**src/rtl/ex_stage_module.sv**
```systemverilog
// ex_stage_module: execute stage with forwarding muxes, shifter, ALU, NZCV register and EX/MEM register.
// Define EX_FORWARDING_EN to honour sel_src1/sel_src2; otherwise the register-file operands are always used.
module ex_stage_module (
  input  logic        clk,
  input  logic        rst,
  input  logic        freeze,
  input  logic [31:0] pc_in,
  input  logic        mem_read_en_in,
  input  logic        mem_write_en_in,
  input  logic        wb_enable_in,
  input  logic        immediate_in,
  input  logic        branch_taken_in,
  input  logic        status_write_enable_in,
  input  logic [3:0]  execute_command_in,
  input  logic [31:0] reg_file_in1,
  input  logic [31:0] reg_file_in2,
  input  logic [3:0]  dest_reg_in,
  input  logic [23:0] signed_immediate_in,
  input  logic [11:0] shift_operand_in,
  input  logic [1:0]  sel_src1,
  input  logic [1:0]  sel_src2,
  input  logic [31:0] mem_fwd_value,
  input  logic [31:0] wb_fwd_value,
  output logic [3:0]  status_reg_out,
  output logic        branch_taken_out,
  output logic [31:0] branch_address_out,
  output logic [31:0] alu_result_out,
  output logic [31:0] store_value_out,
  output logic [3:0]  dest_reg_out,
  output logic        mem_read_en_out,
  output logic        mem_write_en_out,
  output logic        wb_enable_out
);
  logic [31:0] w_op_a, w_op_b, w_val2, w_asr, w_b2, w_res;
  logic [63:0] w_rot_imm, w_ror;
  logic [4:0]  w_amt;
  logic [32:0] w_sum;
  logic [3:0]  w_nzcv;
  logic        w_arith, w_sub, w_cin, w_valid, w_ovf;
`ifdef EX_FORWARDING_EN
  assign w_op_a = sel_src1 == 2'b01 ? mem_fwd_value : sel_src1 == 2'b10 ? wb_fwd_value : reg_file_in1;
  assign w_op_b = sel_src2 == 2'b01 ? mem_fwd_value : sel_src2 == 2'b10 ? wb_fwd_value : reg_file_in2;
`else
  logic w_unused;
  assign w_unused = ^{sel_src1, sel_src2, mem_fwd_value, wb_fwd_value};
  assign w_op_a   = reg_file_in1;
  assign w_op_b   = reg_file_in2;
`endif
  assign w_amt     = shift_operand_in[11:7];
  assign w_rot_imm = {2{24'b0, shift_operand_in[7:0]}} >> {shift_operand_in[11:8], 1'b0};
  assign w_ror     = {w_op_b, w_op_b} >> w_amt;
  // kept as its own wire so the arithmetic shift is not turned logical by the unsigned mux context
  assign w_asr     = $signed(w_op_b) >>> w_amt;
  always_comb begin
    w_val2 = immediate_in ? w_rot_imm[31:0] :
             (mem_read_en_in || mem_write_en_in) ? {20'b0, shift_operand_in} :
             shift_operand_in[6:5] == 2'b00 ? w_op_b << w_amt :
             shift_operand_in[6:5] == 2'b01 ? w_op_b >> w_amt :
             shift_operand_in[6:5] == 2'b10 ? w_asr : w_ror[31:0];
  end
  // ADD/ADC/SUB/SBC share one adder; subtraction adds the inverted operand
  always_comb begin
    w_arith = execute_command_in inside {4'b0010, 4'b0011, 4'b0100, 4'b0101};
    w_sub   = execute_command_in inside {4'b0100, 4'b0101};
    w_valid = w_arith || execute_command_in inside {4'b0001, 4'b1001, 4'b0110, 4'b0111, 4'b1000};
    w_b2    = w_sub ? ~w_val2 : w_val2;
    w_cin   = execute_command_in == 4'b0010 ? 1'b0 : execute_command_in == 4'b0100 ? 1'b1 : status_reg_out[1];
    w_sum   = {1'b0, w_op_a} + {1'b0, w_b2} + {32'b0, w_cin};
    w_ovf   = (w_op_a[31] == w_b2[31]) && (w_sum[31] != w_op_a[31]);
    w_res   = execute_command_in == 4'b0001 ? w_val2 :
              execute_command_in == 4'b1001 ? ~w_val2 :
              w_arith ? w_sum[31:0] :
              execute_command_in == 4'b0110 ? w_op_a & w_val2 :
              execute_command_in == 4'b0111 ? w_op_a | w_val2 :
              execute_command_in == 4'b1000 ? w_op_a ^ w_val2 : 32'b0;
    w_nzcv  = !w_valid ? status_reg_out :
              {w_res[31], w_res == 32'b0, w_arith ? w_sum[32] : status_reg_out[1], w_arith ? w_ovf : status_reg_out[0]};
  end
  assign branch_taken_out   = branch_taken_in;
  assign branch_address_out = pc_in + {{6{signed_immediate_in[23]}}, signed_immediate_in, 2'b00};
  always_ff @(posedge clk) begin
    if (rst) begin
      status_reg_out   <= '0;
      alu_result_out   <= '0;
      store_value_out  <= '0;
      dest_reg_out     <= '0;
      mem_read_en_out  <= 1'b0;
      mem_write_en_out <= 1'b0;
      wb_enable_out    <= 1'b0;
    end else if (!freeze) begin
      if (status_write_enable_in) status_reg_out <= w_nzcv;
      alu_result_out   <= w_res;
      store_value_out  <= w_op_b;
      dest_reg_out     <= dest_reg_in;
      mem_read_en_out  <= mem_read_en_in;
      mem_write_en_out <= mem_write_en_in;
      wb_enable_out    <= wb_enable_in;
    end
  end
endmodule

```
**config.mk**
```make
export PLATFORM = sky130hd
export DESIGN_NAME = ex_stage_module
export DESIGN_NICKNAME = d
export VERILOG_FILES = /design/src/rtl/ex_stage_module.sv
export SDC_FILE = /design/constraint.sdc
export NUM_CORES = 1
export LEC_CHECK = 0
export CAP_MARGIN = 20
export CORE_ASPECT_RATIO = 2
export CORE_UTILIZATION = 54
export CTS_CLUSTER_DIAMETER = 100
export DETAILED_ROUTE_END_ITERATION = 16
export HOLD_SLACK_MARGIN = 0.15
export PLACE_DENSITY = 0.91
export SLEW_MARGIN = 20
export SYNTH_ARGS = -nofsm -noshare
export SYNTH_HDL_FRONTEND = slang
export SYNTH_SLANG_ARGS = --single-unit
export TNS_END_PERCENT = 10
```
**constraint.sdc**
```tcl
create_clock -name clk -period 6.4 [get_ports clk]
set_clock_uncertainty 0.05 [all_clocks]
set_input_delay 0.96 -clock clk [delete_from_list [all_inputs] [get_ports clk]]
set_output_delay 0.96 -clock clk [all_outputs]
set_load 0.01 [all_outputs]
```
==> qor.txt, run 1 <==
======================================================================================
Error message                                                             [ERROR GRT-0116] Global routing finished with congestion. Check the congestion regions in the DRC Viewer.
Root Buffer Master                                                           clkbuf_16
Stage reached                                                             global routing (5_1_grt)
Number of top-level design ports                                                   325
Detail Placement HPWL                                                         71.79 mm
H-tree lvl count                                                                     3
Pin count of the biggest net entering global routing                                72
Post-synthesis instance total                                                     2045
Syn nets                                                                          2389
GRT Util Overall                                                                75.06%
Async SR Flop Fraction                                                              0%
Wire length of the first global-routing pass                                  171.3 mm
Total of flip-flops plus latches after synthesis                                    75
Placed insts                                                                      2970
Summed instance area of the synthesized netlist                             15610 um^2
Main flop type after synthesis                                                 dfxtp_1
DIE HEIGHT                                                                    242.4 um
Post-CTS Setup Bufs                                                                  0
Weighted congestion reported at the end of routability-driven placement          1.302
Number of buffers between clock root and the deepest sink                            2
DIE WIDTH                                                                     122.2 um
Number of synthesized flops with an enable pin                                       0
Initial cell density of the core                                                55.15%
Post-synthesis area per instance                                            7.633 um^2
Share of the yosys chip area belonging to registers                             9.619%
Yosys Warn Count                                                                     0
Number of global-route vias before repair                                       23.99k
Total of buffers placed on input and output ports                                  250
Count of unique library cells instantiated by Yosys                                 98
Clock tree sinks                                                                    75
Site Rows                                                                           87
Most area-consuming cells after synthesis                                 ha_1 9.9%, dfxtp_1 9.6%, mux2i_1 9.4%
Top cell type by total area after synthesis                                       ha_1
Number of CTS-inserted buffers                                                       9
Count of hold-fix buffers inserted at cts                                            0
Remaining Overflow, GRT                                                            574
Run status                                                                aborted with a tool error
Area share of the largest cell type after synthesis                             9.940%
======================================================================================
[synth_stat cells (7+ instances only)]
| master | n |
|---|---|
| xnor2_1 | 71 |
| a22oi_1 | 27 |
| buf_2 | 19 |
| mux2_2 | 39 |
| nor2_1 | 208 |
| a21o_1 | 31 |
| a211o_1 | 13 |
| clkbuf_1 | 107 |
| nand2_1 | 160 |
| buf_4 | 11 |
| dfxtp_1 | 75 |
| a311oi_1 | 7 |
| o21a_1 | 22 |
| nor3_1 | 44 |
| nor4_1 | 7 |
| nand3_1 | 38 |
| buf_1 | 25 |
| o31ai_1 | 17 |
| and3_1 | 15 |
| o221ai_1 | 22 |
| nor2b_1 | 18 |
| a211oi_1 | 30 |
| a31oi_1 | 23 |
| or2_2 | 11 |
| mux4_2 | 57 |
| inv_1 | 103 |
| o211ai_1 | 25 |
| nand2b_1 | 31 |
| and2_1 | 19 |
| ha_1 | 124 |
| xor2_1 | 21 |
| a21oi_1 | 123 |
| buf_6 | 9 |
| o21bai_1 | 7 |
| a2111oi_0 | 7 |
| o22ai_1 | 31 |
| mux2i_1 | 146 |
| a221oi_1 | 24 |
| nand4_1 | 14 |
| o21ai_0 | 96 |
| or3_1 | 11 |
[repair_timing]
item	CTS
gates resized for setup	3
endpoints found under the hold margin	0
pin swaps	0
setup endpoints to repair	2
[logic make-up after synthesis]
kind of cell	after synthesis	share of synthesized area [%]
simple gates	600	17.80
xor+xnor	92	5.162
fa+ha+maj	127	10.32
compound gates	619	28.18
buf+inv	284	7.880
mux	248	21.03
flops	75	9.619
[per-layer routing]
layer / overflow / global-route usage, %
met1: 3 / 73.71
met2: 378 / 96.56
met3: 4 / 53.01
met4: 189 / 78.34
met5: 0 / 11.98
[through the flow]
stage | instance area [um^2] | setup WS, ns | TNS, ns
floorplan | 15610 | 0.6331 | 0
global placement | 21590 | -0.4213 | -1.173
detailed placement | 21590 | -0.5256 | -2.764
CTS | 21920 | 0.03214 | 0
==> run 2: changes to the inputs <==
--- a/config.mk
+++ b/config.mk
@@ -6,12 +6,9 @@
 export NUM_CORES = 1
 export LEC_CHECK = 0
 export CAP_MARGIN = 20
-export CORE_ASPECT_RATIO = 2
-export CORE_UTILIZATION = 54
-export CTS_CLUSTER_DIAMETER = 100
+export CORE_UTILIZATION = 40
 export DETAILED_ROUTE_END_ITERATION = 16
-export HOLD_SLACK_MARGIN = 0.15
-export PLACE_DENSITY = 0.91
+export PLACE_DENSITY_LB_ADDON = 0.15
 export SLEW_MARGIN = 20
 export SYNTH_ARGS = -nofsm -noshare
 export SYNTH_HDL_FRONTEND = slang
==> run 2 against run 1 <==
The run now ends clean. Area after synthesis unchanged. Synthesized cell count unchanged.
==> qor.txt, run 2 <==
======================================================================================
Met3 Routed Length                                                            7.627 mm
DIE WIDTH                                                                     199.5 um   +63%
Routed wirelength normalized by instance count                                26.34 um
Weighted congestion reported at the end of routability-driven placement          1.057   -19%
CTS tree                                                                          done
Later-pin clock latency in the skew report                                     0.34 ns
Number of CTS-inserted buffers                                                       9   unchanged
Top cell type by total area after synthesis                                       ha_1
Share of post-route cells with drive strength above 1                           26.61%
Number of nets in the layout                                                      3009
Nature of the critical path startpoint                                      input port
Initial cell density of the core                                                41.05%   -14 points
Most common cell after layout, fill and taps aside                               buf_4
Post-synthesis area per instance                                            7.633 um^2   unchanged
Maximum fanout along the worst path                                                  9
Cell seen most often among critical-path stages                                  buf_4
Routed Wire Length                                                            83.78 mm
Initial detailed-routing violation count                                          2004
DIE HEIGHT                                                                    199.5 um   -18%
Async SR Flop Fraction                                                              0%   unchanged
Remaining Overflow, GRT                                                              0
Number of pins with negative max-slew slack in the final report                      0
Capturing element type of the critical path                                  flip-flop
Summed instance area of the synthesized netlist                             15610 um^2   unchanged
H-tree lvl count                                                                     3   unchanged
Least-Margin Pin Slew                                                         1.021 ns
Worst slack on hold paths                                                    0.4089 ns
Max-capacitance violation count                                                      0
Routed vias                                                                     19.90k
Number of standard cells in the layout, taps in and fillers out                   3181
Total of buffers placed on input and output ports                                  250   unchanged
Wire length on met1                                                           32.56 mm
Total of flip-flops plus latches after synthesis                                    75   unchanged
DRT Pass-1 Iters                                                                     6
Worst EP required                                                              6.63 ns
Maximum single-stage delay on the critical path                                0.58 ns
LEAKAGE                                                                       10.04 nW
Relative slew margins                                                           31.96%
Final-report hold violation count                                                    0
Topmost layer with routed signal wires                                            met4
Main flop type after synthesis                                                 dfxtp_1
Slowest cell on the critical path                                               mux4_2
Critical path data arrival time                                                6.61 ns
Post-synthesis instance total                                                     2045   unchanged
Number of global-route vias before repair                                       19.29k
Run status                                                                finished clean
Top cells by instance count after synthesis                               208 x nor2_1, 160 x nand2_1, 146 x mux2i_1
Count of unique library cells instantiated by Yosys                                 98   unchanged
GRT Util Overall                                                                41.38%
Critical path class                                                       input port to flip-flop
Clk pin slew, worst setup/hold paths                                           0.06 ns
Post-synthesis to final-layout area growth                                      43.60%
Setup repair after global routing missed its margin                                yes
Wire length of the first global-routing pass                                  122.3 mm
Power per standard cell area                                              144.7 nW/um^2
Clock tree sinks                                                                    75   unchanged
Post-layout min period                                                        6.381 ns
Yosys Warn Count                                                                     0   unchanged
Commonest cells after routing, fill and taps aside                        525 x buf_4, 241 x clkdlybuf4s50_1, 206 x nor2_1
Most area-consuming cells after synthesis                                 ha_1 9.9%, dfxtp_1 9.6%, mux2i_1 9.4%
Number of fill cells in the layout                                                3633
Core Area                                                                   38020 um^2
Initial antenna violation count                                                      2
DRT antenna net count                                                                0
Number of buffers between clock root and the deepest sink                            2   unchanged
Number of top-level design ports                                                   325   unchanged
DIE AREA                                                                    39820 um^2
Maximum achievable frequency                                                 156.7 MHz
Detail Placement HPWL                                                         69.16 mm   -3.7%
Routed vias/inst                                                                 6.256
Maximum resistive drop on vdd                                                 173.8 uV
Root Buffer Master                                                           clkbuf_16
Final setup fails                                                                    0
Registers with the most flip-flops                                        alu_result_out (32), store_value_out (32)
Site Rows                                                                           71   -18%
Syn nets                                                                          2389   unchanged
Number of remaining DRC errors                                                       0
Area share of the largest cell type after synthesis                             9.940%   unchanged
Placed insts                                                                      3165   +6.6%
Share of the clock period used by the worst path after layout                   99.71%
Count of hold-fix buffers inserted at cts                                            0   unchanged
Worst min-delay path category                                             flip-flop to flip-flop
Total length of routed met2 wires                                             37.82 mm
Pin count of the biggest net entering global routing                                72
Number of synthesized flops with an enable pin                                       0   unchanged
Share of the yosys chip area belonging to registers                             9.619%   unchanged
Critical Path, Cell by Cell                                               clkdlybuf4s50_1 -> buf_4 -> mux2i_1 -> mux4_2 -> o311a_1 -> a2111oi_2 -> buf_4 -> a311oi_2 -> xnor2_1 -> ha_1 -> a21o_1 -> a221o_1 -> a41oi_1 -> buf_4 -> nor4bb_2 -> nor3_1 -> nand3b_1 -> a211oi_1 -> o22ai_1 -> nor4_2 -> nand4_1 -> o21ai_1
Top-count cell post-synth                                                       nor2_1
======================================================================================
run 2: cell counts after synthesis:
No cell type changed its count.
run 2: final cells by class:
type / instances / area [um^2] / area share [%]
antenna: 2 / 5.005 / 0.02233
clock buffer: 12 / 256.5 / 1.144
clock inverter: 2 / 12.51 / 0.05582
inverter: 110 / 412.9 / 1.842
multi-input combinational: 1686 / 12970 / 57.85
sequential: 75 / 1501 / 6.699
tap: 511 / 639.4 / 2.853
timing repair buffer: 783 / 6619 / 29.53
run 2: path summary, 6_finish.rpt:
path,to,slack (ns),cells past startpoint,start
hold reg to reg,status_reg_out[3],0.41,2,status_reg_out[3]
setup reg to reg,status_reg_out[2],2.17,17,status_reg_out[1]
setup / recovery,status_reg_out[2],0.02,22,reg_file_in2[4]
hold / removal,status_reg_out[3],0.41,2,status_reg_out[3]
run 2: what timing repair did:
item | 4_1_cts | 5_1_grt
setup endpoints to repair | 4 | 10
gates resized for setup | 3 | 23
setup buffers | 0 | 0
cloned | 0 | 0
pin swaps | 0 | 3
hold endpoints to repair | 0 | 0
run 2: metal layers:
| layer | vias to the layer above | GRT usage (%) |
|---|---|---|
| met5 | - | 0 |
| li1 | 8889 | - |
| met3 | 280 | 7.207 |
| met4 | 0 | 24.77 |
| met2 | 1198 | 67.91 |
| met1 | 9533 | 50.40 |
run 2: kinds of logic (layout without fill, tap and decap cells):
| logic type | count (synthesis) | in the layout | synth area share, % |
|---|---|---|---|
| buffers and inverters | 284 | 907 | 7.880 |
| multiplexers | 248 | 248 | 21.03 |
| other | 0 | 2 | 0 |
| flip-flops | 75 | 75 | 9.619 |
| XOR/XNOR | 92 | 92 | 5.162 |
| adder cells (fa/ha/maj) | 127 | 127 | 10.32 |
| AO/OA/AOI/OAI | 619 | 619 | 28.18 |
| AND/OR/NAND/NOR | 600 | 600 | 17.80 |
run 2: critical path: cells and delay by family:
family	cells	cell delay, ns
AO/OA/AOI/OAI	9	2.33
XOR/XNOR	1	0.18
adder cells (fa/ha/maj)	1	0.24
buffers and inverters	4	1.02
multiplexers	2	0.71
AND/OR/NAND/NOR	5	1.17
run 2: power breakdown:
part | switching (mW) | leakage (nW) | internal [mW]
registers | 0.0195 | 0.616 | 0.499
logic | 1.19 | 9.29 | 1.05
clock network | 0.200 | 0.131 | 0.279
run 2: through the flow:
step | utilization [%] | setup TNS (ns) | power (mW) | area (um^2) | setup slack [ns]
after detailed placement | 58.00 | -2.890 | 2.690 | 22050 | -0.5143
after global routing | 58.95 | -0.06523 | 3.394 | 22410 | -0.06523
final | 58.95 | 0 | 3.244 | 22410 | 0.01882
after global placement | 58.00 | -1.665 | 2.667 | 22050 | -0.3934
after floorplan | - | 0 | 1.604 | 15610 | 0.6331
after CTS | 58.73 | 0 | 3.185 | 22330 | 0.08228
No activity file was read; power rests on OpenSTA's default activity.
==> run 3: changes to the inputs <==
--- a/config.mk
+++ b/config.mk
@@ -8,6 +8,7 @@
 export CAP_MARGIN = 20
 export CORE_UTILIZATION = 40
 export DETAILED_ROUTE_END_ITERATION = 16
+export MAX_ROUTING_LAYER = met4
 export PLACE_DENSITY_LB_ADDON = 0.15
 export SLEW_MARGIN = 20
 export SYNTH_ARGS = -nofsm -noshare
==> run 3 against run 2 <==
Clock power increased by 6.1%. Total power is 1.6% higher. Count of clock-buffer cells in the layout fell by 1. Setup slack better by 0.049 ns. Utilization fell by 0.17 points. Register-to-register slack worse by 0.16 ns. Non-clock buffer count decreased by 22. Routed wire length rose by 2.2%. Maximum frequency up 0.77%. Critical path type unchanged. Critical endpoint unchanged.
==> qor.txt, run 3 (synthesis gave the netlist of run 2 again) <==
======================================================================================
GRT Util Overall                                                                43.55%   +2.2 points
DIE AREA                                                                    39820 um^2   unchanged
Setup repair after global routing missed its margin                                yes
Worst setup path endpoint                                                 status_reg_out[2]
Critical path depth                                                                 21   -4.5%
Nature of the critical path startpoint                                      input port
LEAKAGE                                                                       9.984 nW   -0.58%
CTS tree                                                                          done
Critical path startpoint                                                  reg_file_in2[6]
Routed vias                                                                     20.04k   +0.69%
Initial cell density of the core                                                41.05%   unchanged
Placed insts                                                                      3143   -0.70%
Pin count of the biggest net entering global routing                                58   -19%
Weighted congestion reported at the end of routability-driven placement          1.070   +1.2%
Share of the clock period used by the worst path after layout                   98.95%   -0.76 points
Number of remaining DRC errors                                                       0   unchanged
Hold-critical path depth                                                             2   unchanged
Number of nets in the layout                                                      2987   -0.73%
Maximum fanout along the worst path                                                  4   -5
H-tree lvl count                                                                     3   unchanged
Worst slack on hold paths                                                    0.4161 ns   +0.007272 ns
Post-layout util                                                                58.78%   -0.17 points
Final setup fails                                                                    0   unchanged
Max-capacitance violation count                                                      0   unchanged
Final sum of negative setup slack                                                 0 ns   unchanged
Critical Path, Cell by Cell                                               clkdlybuf4s50_1 -> buf_4 -> mux2_1 -> mux4_2 -> a22o_1 -> nor4_4 -> buf_4 -> o21a_1 -> xnor2_1 -> ha_1 -> buf_4 -> nand4_1 -> or2_2 -> a211o_1 -> and3_1 -> xnor2_1 -> a221oi_1 -> a21oi_1 -> nor4b_2 -> nand4_1 -> o21ai_1
Power per standard cell area                                              147.5 nW/um^2   +1.9%
Site Rows                                                                           71   unchanged
Detail Placement HPWL                                                         70.43 mm   +1.8%
Critical path class                                                       input port to flip-flop
Share of post-route cells with drive strength above 1                           26.13%   -0.48 points
Root Buffer Master                                                           clkbuf_16
Initial detailed-routing violation count                                          2080   +3.8%
DRT Pass-1 Iters                                                                     6   unchanged
Number of global-route vias before repair                                       19.50k   +1.1%
Crit path buffers/inverters                                                          4   unchanged
Critical path data arrival time                                                6.59 ns   -0.02 ns
Worst setup margin                                                          0.06742 ns   +0.04860 ns
Most common cell after layout, fill and taps aside                               buf_4
Number of buffers between clock root and the deepest sink                            2   unchanged
Cell seen most often among critical-path stages                                  buf_4
Worst EP required                                                              6.66 ns   +0.03 ns
Routed wirelength normalized by instance count                                27.07 um   +2.8%
Wire length of the first global-routing pass                                  124.3 mm   +1.6%
DIE WIDTH                                                                     199.5 um   unchanged
Final-report hold violation count                                                    0   unchanged
Cell family contributing the most delay on the critical path              simple AND/OR/NAND/NOR gates
Maximum single-stage delay on the critical path                                0.64 ns   +0.06 ns
Net switching power                                                           1.459 mW   +3.4%
Number of standard cells in the layout, taps in and fillers out                   3163   -0.57%
Relative slew margins                                                           36.26%   +4.3 points
Clock share of power                                                             15.4%   +0.6 points
Number of top-level design ports                                                   325   unchanged
Later-pin clock latency in the skew report                                     0.38 ns   +0.04 ns
Core Area                                                                   38020 um^2   unchanged
Capturing element type of the critical path                                  flip-flop
DIE HEIGHT                                                                    199.5 um   unchanged
Maximum achievable frequency                                                 157.9 MHz   +0.77%
Number of pins with negative max-slew slack in the final report                      0   unchanged
Number of CTS-inserted buffers                                                       9   unchanged
Worst-case register-to-register setup slack                                    2.01 ns   -0.16 ns
Total of buffers placed on input and output ports                                  250   unchanged
Count of hold-fix buffers inserted at cts                                            0   unchanged
Worst r2r dst                                                             status_reg_out[2]
Logic pwr share                                                                  68.9%   -0.4 points
Length in cells of the worst reg-to-reg path                                        16   -1
Routed Wire Length                                                            85.62 mm   +2.2%
Run status                                                                finished clean
Remaining Overflow, GRT                                                              0   unchanged
Setup WS pre-CTS                                                            -0.3766 ns   +0.1377 ns
Registers with the most flip-flops                                        alu_result_out (32), store_value_out (32)
Slowest cell on the critical path                                               mux4_2
DRT antenna net count                                                                0   unchanged
Initial antenna violation count                                                      5   +3
Share of power burned in registers                                               15.7%   -0.3 points
Maximum resistive drop on vdd                                                 249.4 uV   +44%
Commonest cells after routing, fill and taps aside                        498 x buf_4, 240 x clkdlybuf4s50_1, 207 x nor2_1
Sw Share                                                                        44.26%   +0.75 points
Least-Margin Pin Slew                                                        0.9460 ns   -0.07459 ns
Post-CTS Setup Bufs                                                                  0   unchanged
Clk pin slew, worst setup/hold paths                                           0.06 ns   about the same
Worst min-delay path category                                             flip-flop to flip-flop
Clock tree sinks                                                                    75   unchanged
Internal power consumption                                                    1.838 mW   +0.29%
Post-synthesis to final-layout area growth                                      43.19%
Post-layout min period                                                        6.333 ns   -0.04860 ns
Worst flop-to-flop path startpoint                                        status_reg_out[1]
Routed vias/inst                                                                 6.335   +1.3%
======================================================================================
==> run 3: cell types whose count changed in the layout (fill, tap and decap cells not counted), moves of 3 or more <==
cell and change:
a21oi_1 -3, a21oi_2 +3, buf_12 +5, buf_4 -27
==> run 3: layout make-up <==
| type | count | area, um^2 |
|---|---|---|
| antenna | 4 | 10.01 |
| clock buffer | 11 | 252.7 |
| clock inverter | 5 | 35.03 |
| fill | 3537 | 15670 |
| inverter | 110 | 412.9 |
| multi-input combinational | 1686 | 12980 |
| sequential | 75 | 1501 |
| tap | 511 | 639.4 |
| timing repair buffer | 761 | 6519 |
==> run 3: how the worst min path moves through the flow <==
stage | start | slack, ns | to
2_1_floorplan | status_reg_out[3] | 0.43 | status_reg_out[3]
3_3_place_gp | status_reg_out[3] | 0.40 | status_reg_out[3]
3_5_place_dp | status_reg_out[3] | 0.41 | status_reg_out[3]
4_1_cts | status_reg_out[3] | 0.42 | status_reg_out[3]
5_1_grt | alu_result_out[22] | 0.44 | alu_result_out[22]
6_report | status_reg_out[3] | 0.42 | status_reg_out[3]
==> run 3: worst reg2reg max path: stages, from the launching register on <==
cell and delay, ns:
dfxtp_1 0.42, inv_1 0.14, o22ai_1 0.34, fa_1 0.35, inv_1 0.09, fa_1 0.41, nor2b_1 0.17, o31ai_1 0.11
a22oi_1 0.35, a221oi_1 0.18, xnor2_1 0.16, a211oi_2 0.37, o32ai_1 0.16, or3_1 0.38, a2111oi_2 0.29, nand4_1 0.22
o21ai_1 0.16
==> run 3: what timing repair did <==
item | in CTS | in global routing
resized for setup | 1 | 23
pin swaps | 0 | 2
setup endpoints to repair | 1 | 9
endpoints found under the hold margin | 0 | 0
==> run 3: per-stage QoR <==
stage               power, mW  cell area, um^2
floorplan               1.604            15610
global placement        2.676            21950
detailed placement      2.705            21950
CTS                     3.227            22240
global route            3.432            22350
finish                  3.297            22350
==> run 3: metal layers <==
layer / wire (um) / up-vias / track usage (%)
li1: - / 8854 / -
met1: 33700 / 9667 / 51.47
met2: 38260 / 1190 / 68.12
met3: 7375 / 327 / 8.101
met4: 6279 / 0 / 27.28
met5: 0 / - / -
==> run 3: power by group through the flow <==
| stage | clock, mW | combinational, mW | sequential [mW] |
|---|---|---|---|
| floorplan | 0 | 1.07 | 0.538 |
| global placement | 0 | 2.15 | 0.525 |
| detailed placement | 0 | 2.18 | 0.527 |
| CTS | 0.516 | 2.19 | 0.517 |
| global route | 0.531 | 2.38 | 0.521 |
| finish | 0.508 | 2.27 | 0.518 |
